$ cat src/rtl/activation_unit.sv
// Two-stage activation pipeline: S1 applies ReLU/leaky/linear shaping to each
// lane sum, S2 shifts, optionally rounds, clamps to the output width and counts
// saturations.
module activation_unit #(
  parameter int sumWidth  = 24,
  parameter int dataWidth = 8,
  parameter int lanes     = 4,
  parameter int fracShift = dataWidth - 1,
  parameter int leakShift = 3
) (
  input  logic                         clk,
  input  logic                         resetN,
  input  logic                         inValid,
  output logic                         inReady,
  input  logic [lanes*sumWidth-1:0]    dataIn,
  input  logic [1:0]                   mode,
  input  logic                         roundEn,
  output logic                         outValid,
  input  logic                         outReady,
  output logic [lanes*dataWidth-1:0]   dataOut,
  output logic [15:0]                  satCount,
  input  logic                         satClear
);

  localparam int SW  = sumWidth;
  localparam int EW  = sumWidth + 1;
  localparam int NSW = $clog2(lanes + 1);
  localparam int RND_SH = (fracShift > 0) ? fracShift - 1 : 0;

  localparam logic [1:0] MODE_RELU  = 2'd0;
  localparam logic [1:0] MODE_LEAKY = 2'd1;

  localparam logic signed [EW-1:0] RND_ONE = {{(EW-1){1'b0}}, 1'b1};
  localparam logic signed [EW-1:0] RND_VAL = (fracShift > 0) ? (RND_ONE <<< RND_SH) : '0;
  localparam logic signed [EW-1:0] MAXV =
    {{(EW-dataWidth+1){1'b0}}, {(dataWidth-1){1'b1}}};
  localparam logic signed [EW-1:0] MINV =
    {{(EW-dataWidth+1){1'b1}}, {(dataWidth-1){1'b0}}};

  // handshake
  logic w_s1_adv;
  logic w_s2_adv;
  logic w_out_fire;

  // stage 1 registers
  logic                   r_s1_valid;
  logic [lanes*SW-1:0]    r_s1_data;
  logic [1:0]             r_s1_mode;
  logic                   r_s1_round;

  // stage 2 registers
  logic                       r_s2_valid;
  logic [lanes*dataWidth-1:0] r_s2_data;
  logic [NSW-1:0]             r_s2_nsat;
  logic [15:0]                r_sat_count;

  // stage 1 combinational
  logic signed [SW-1:0]   w_x [lanes];
  logic signed [SW-1:0]   w_y [lanes];
  logic [lanes*SW-1:0]    w_s1_next;

  // stage 2 combinational
  logic signed [SW-1:0]   w_s1_lane [lanes];
  logic signed [EW-1:0]   w_ext     [lanes];
  logic signed [EW-1:0]   w_rnd;
  logic signed [EW-1:0]   w_sum     [lanes];
  logic signed [EW-1:0]   w_shr     [lanes];
  logic signed [EW-1:0]   w_lo;
  logic [dataWidth-1:0]   w_res     [lanes];
  logic [lanes*dataWidth-1:0] w_s2_next;
  logic [NSW-1:0]         w_nsat;

  logic [16:0]            w_cnt_sum;

  assign w_s2_adv   = !r_s2_valid || outReady;
  assign w_s1_adv   = !r_s1_valid || w_s2_adv;
  assign w_out_fire = r_s2_valid && outReady;

  assign inReady  = w_s1_adv;
  assign outValid = r_s2_valid;
  assign dataOut  = r_s2_data;
  assign satCount = r_sat_count;

  always_comb begin
    w_s1_next = '0;
    for (int i = 0; i < lanes; i++) begin
      w_x[i] = $signed(dataIn[i*SW +: SW]);
      w_y[i] = w_x[i];
      if (mode == MODE_RELU) begin
        if (w_x[i] < 0) w_y[i] = '0;
      end else if (mode == MODE_LEAKY) begin
        if (w_x[i] < 0) w_y[i] = w_x[i] >>> leakShift;
      end
      w_s1_next[i*SW +: SW] = w_y[i];
    end
  end

  always_ff @(posedge clk or negedge resetN) begin
    if (!resetN) begin
      r_s1_valid <= 1'b0;
      r_s1_data  <= '0;
      r_s1_mode  <= 2'd0;
      r_s1_round <= 1'b0;
    end else if (w_s1_adv) begin
      r_s1_valid <= inValid;
      if (inValid) begin
        r_s1_data  <= w_s1_next;
        r_s1_mode  <= mode;
        r_s1_round <= roundEn;
      end
    end
  end

  // The sum is widened by one bit so the rounding add cannot wrap near the top.
  always_comb begin
    w_s2_next = '0;
    w_nsat    = '0;
    w_rnd     = r_s1_round ? RND_VAL : RND_ONE - RND_ONE;
    w_lo      = (r_s1_mode == MODE_RELU) ? RND_ONE - RND_ONE : MINV;
    for (int i = 0; i < lanes; i++) begin
      w_s1_lane[i] = $signed(r_s1_data[i*SW +: SW]);
      w_ext[i]     = {w_s1_lane[i][SW-1], w_s1_lane[i]};
      w_sum[i]     = w_ext[i] + w_rnd;
      w_shr[i]     = w_sum[i] >>> fracShift;
      if (w_shr[i] > MAXV) begin
        w_res[i] = MAXV[dataWidth-1:0];
        w_nsat   = w_nsat + NSW'(1);
      end else if (w_shr[i] < w_lo) begin
        w_res[i] = w_lo[dataWidth-1:0];
        w_nsat   = w_nsat + NSW'(1);
      end else begin
        w_res[i] = w_shr[i][dataWidth-1:0];
      end
      w_s2_next[i*dataWidth +: dataWidth] = w_res[i];
    end
  end

  always_ff @(posedge clk or negedge resetN) begin
    if (!resetN) begin
      r_s2_valid <= 1'b0;
      r_s2_data  <= '0;
      r_s2_nsat  <= '0;
    end else if (w_s2_adv) begin
      r_s2_valid <= r_s1_valid;
      if (r_s1_valid) begin
        r_s2_data <= w_s2_next;
        r_s2_nsat <= w_nsat;
      end
    end
  end

  assign w_cnt_sum = {1'b0, r_sat_count} + 17'(r_s2_nsat);

  always_ff @(posedge clk or negedge resetN) begin
    if (!resetN) begin
      r_sat_count <= '0;
    end else if (satClear) begin
      r_sat_count <= '0;
    end else if (w_out_fire) begin
      r_sat_count <= w_cnt_sum[16] ? 16'hFFFF : w_cnt_sum[15:0];
    end
  end

endmodule

$ cat config.mk
export PLATFORM = sky130hd
export DESIGN_NAME = activation_unit
export DESIGN_NICKNAME = d
export VERILOG_FILES = /design/src/rtl/activation_unit.sv
export SDC_FILE = /design/constraint.sdc
export NUM_CORES = 1
export LEC_CHECK = 0
export ABC_AREA = 0
export CORE_AREA = 5 5 117 163
export CTS_CLUSTER_SIZE = 28
export DETAILED_ROUTE_END_ITERATION = 10
export DIE_AREA = 0 0 122 168
export PLACE_DENSITY_LB_ADDON = 0.12
export SLEW_MARGIN = 40
export SYNTH_ARGS = -nofsm -noshare
export SYNTH_HDL_FRONTEND = slang
export SYNTH_SLANG_ARGS = --single-unit
$ cat constraint.sdc
create_clock -name clk -period 5.4 [get_ports clk]
set_clock_uncertainty 0.05 [all_clocks]
set_input_delay 0.81 -clock clk [delete_from_list [all_inputs] [get_ports clk]]
set_output_delay 0.81 -clock clk [all_outputs]
set_load 0.02 [all_outputs]
==> metrics.yaml <==
timing:
  hold_viol: 0
  rsz0062_at_grt: "false"
  worst_slack_ns: 0.441
  relSlewSlack: 0.471
  setup_tns_ns: 0
  max_freq_mhz: 202
  worst_pin_slew_ns: 0.792
  maxSlewViolCount: 0
  setup_viol: 0
  fin_crit_ns: 4.96
  fin_crit_sh: 0.918
clock_tree:
  h-tree-depth: 4
  cts_max_path_buffers: 2
  cts_tree: "built"
  ctsResizeCount: 0
  insertion_delay_ns: 0.43
  cts.sinks: 128
  cts_buffers: 17
  cts-root-buf: "clkbuf_16"
  clkSlewWorstSetupHoldPaths_ns: 0.06
  post_cts_buffers: 0
  postCtsHoldBufs: 0
synth:
  synth_area_mm2: 0.00898
  synth_seq_cells: 128
  synth_area_leaders: "dfrtp_1 36%, ha_1 7.0%, o21ai_0 5.7%"
  yosys_most_used_dff: "dfrtp_1"
  synth.distinct_cells: 78
  yosys.area.top_type_share: 0.357
  synth_nets: 1206
  async_flop_share: 1.00
  synth_seq_area_share: 0.357
  yosysTopAreaCell: "dfrtp_1"
  yosysWarnings: 0
  syn_area_per_cell_um2: 8.54
  synth_edf_count: 0
  synth_cells: 1051
worst_setup_path:
  crit_type: "flip-flop to flip-flop"
  crit_path_top_delay_cell: "dfrtp_1"
  crit_arrival_ns: 5.22
  worstReg2RegEnd: "r_s2_nsat[1]"
  worstReg2RegStart: "r_s1_round"
  critPathTopFamily: "simple AND/OR/NAND/NOR gates"
  crit_buf_inv: 1
  regToRegSetupSlack_ns: 0.44
  max_stage_delay_ns: 0.58
  cpMostUsedCell: "ha_1"
  worstRegToRegCells: 22
  worstPathRequired_ns: 5.66
  critPathCaptureType: "flip-flop"
  crit_path_cell_trace: "and2_1, ha_1, nand4_1, nor2_1, nand3_1, xnor2_1, ha_1, a21oi_1, nor2b_1, o21ai_0, nand3_1, a41oi_1, a21oi_1, nand2_1, ha_1, inv_1, mux2i_4, ha_1, mux2_4, ha_1, and3_2, a221o_1"
  cp-start-kind: "flip-flop"
  critical_path.max_fanout: 10
status:
  status: "finished, final reports clean"
routing:
  vias_per_cell: 5.58
  drtPass1Iterations: 5
  routed_wirelength_mm: 21.4
  wl_per_cell_um: 15.4
  drt_iter0_markers: 429
  vias: 7727
  remaining_drc_errors: 0
  ant_nets: 0
cells_and_area:
  drive_gt1_frac: 0.0696
  utilization: 0.629
  fillers: 1579
  fin_area_mm2: 0.0109
  area_growth_pct: 21.3
  final_cell_mix: "128 x dfrtp_1, 128 x clkdlybuf4s50_1, 113 x nand2_1"
  nets: 1292
  antenna_cells: 0
place:
  dpl_worst_slack_ns: 0.423
  io_buffers: 129
  gp_congestion: 0.891
  placed_area_mm2: 0.0102
  dp_hpwl_mm: 16.2
floorplan:
  die_h_um: 168
  io_pins: 154
  initial_utilization: 0.518
  core_area_mm2: 0.0173
  dieArea_mm2: 0.0205
  rows: 57
  die_x_um: 122
global_route:
  grt_pass1_vias: 7449
  antenna_found_initial: 0
  grt_pass1_wl_mm: 35.7
  grt-ovfl-total: 0
  grtUsageTotal: 0.214
  grt_start_max_net_pins: 115
pwr:
  power_leakage_nw: 4.63
  powerDensity_mw_per_mm2: 328
  peakVddDrop_mv: 0.190
  power_mw: 3.57
flow_run:
  max_cap_viol_count: 0
hold_path:
  min-delay-path-class: "primary input to async pin"
-- logic make-up after synthesis --
group,share of synthesized area
compound gates,0.199
xor+xnor,0.0649
fa+ha+maj,0.0719
buf+inv,0.0520
flops,0.357
mux,0.0177
simple gates,0.238
-- flip-flops by register name (all words and copies together), names as in the netlist --
register and flops:
r_s1_valid 1, r_s1_round 1, r_s1_data 72, outValid 1
r_s2_nsat 3, dataOut 32, r_s1_mode 2, satCount 16
-- power by group --
| part | switching, mW | leakage [nW] | total (mW) | internal, mW |
|---|---|---|---|---|
| Clock | 0.456 | 0.302 | 1.20 | 0.746 |
| Sequential | 0.173 | 1.55 | 1.29 | 1.11 |
| Combinational | 0.567 | 2.78 | 1.08 | 0.517 |
| Total | 1.20 | 4.63 | 3.57 | 2.38 |
-- cells in the mapped netlist (5+ instances only) --
master    count
a211oi_1     12
a21o_1        5
a21oi_1      84
a31oi_1      16
and2_1       12
and3_1       69
and4_1        6
buf_2         9
clkbuf_1     45
clkbuf_8      5
dfrtp_1     128
ha_1         50
inv_1        18
mux2_2        5
mux2i_1       5
nand2_1     114
nand2b_1      9
nand3_1      41
nand4_1      21
nor2_1       74
nor2b_1       9
nor3_1       17
nor4_1        6
o211ai_1     16
o21a_1       19
o21ai_0     103
o22a_1        8
or2_2         7
xnor2_1      31
xor2_1       33
-- layout make-up --
type                            instances  area, um^2  share of cell area
Sequential cell                       128        3200               0.294
Clock buffer                           18         439              0.0403
Inverter                               18        67.6             0.00620
Multi-Input combinational cell        834        5330               0.489
Timing Repair Buffer                  138        1380               0.127
Clock inverter                         14         181              0.0167
Tap cell                              236         295              0.0271
-- metal layers --
layer	vias to the layer above	part of all wire	GRT usage
li1	3959	-	-
met1	3586	0.42	0.255
met2	148	0.51	0.374
met3	34	0.047	0.0430
met4	0	0.024	0.0829
met5	-	0	0
-- worst max-delay path by stage --
stage	start	slack [ns]	depth (start not counted)	end
2_1_floorplan	r_s1_mode[1]	0.60	17	r_s2_nsat[1]
3_3_place_gp	r_s1_round	0.54	20	r_s2_nsat[1]
3_5_place_dp	r_s1_round	0.42	22	r_s2_nsat[1]
4_1_cts	r_s1_round	0.42	22	r_s2_nsat[1]
5_1_grt	r_s1_round	0.0009	22	r_s2_nsat[1]
6_report	r_s1_round	0.44	22	r_s2_nsat[1]
-- per-stage QoR --
stage,hold WS (ns),std cells
floorplan,0.400,1051
global placement,0.409,1353
detailed placement,0.417,1353
CTS,0.182,1385
global route,0.188,1386
finish,0.182,1386
Note: power is estimated with default switching activity, not from simulation.
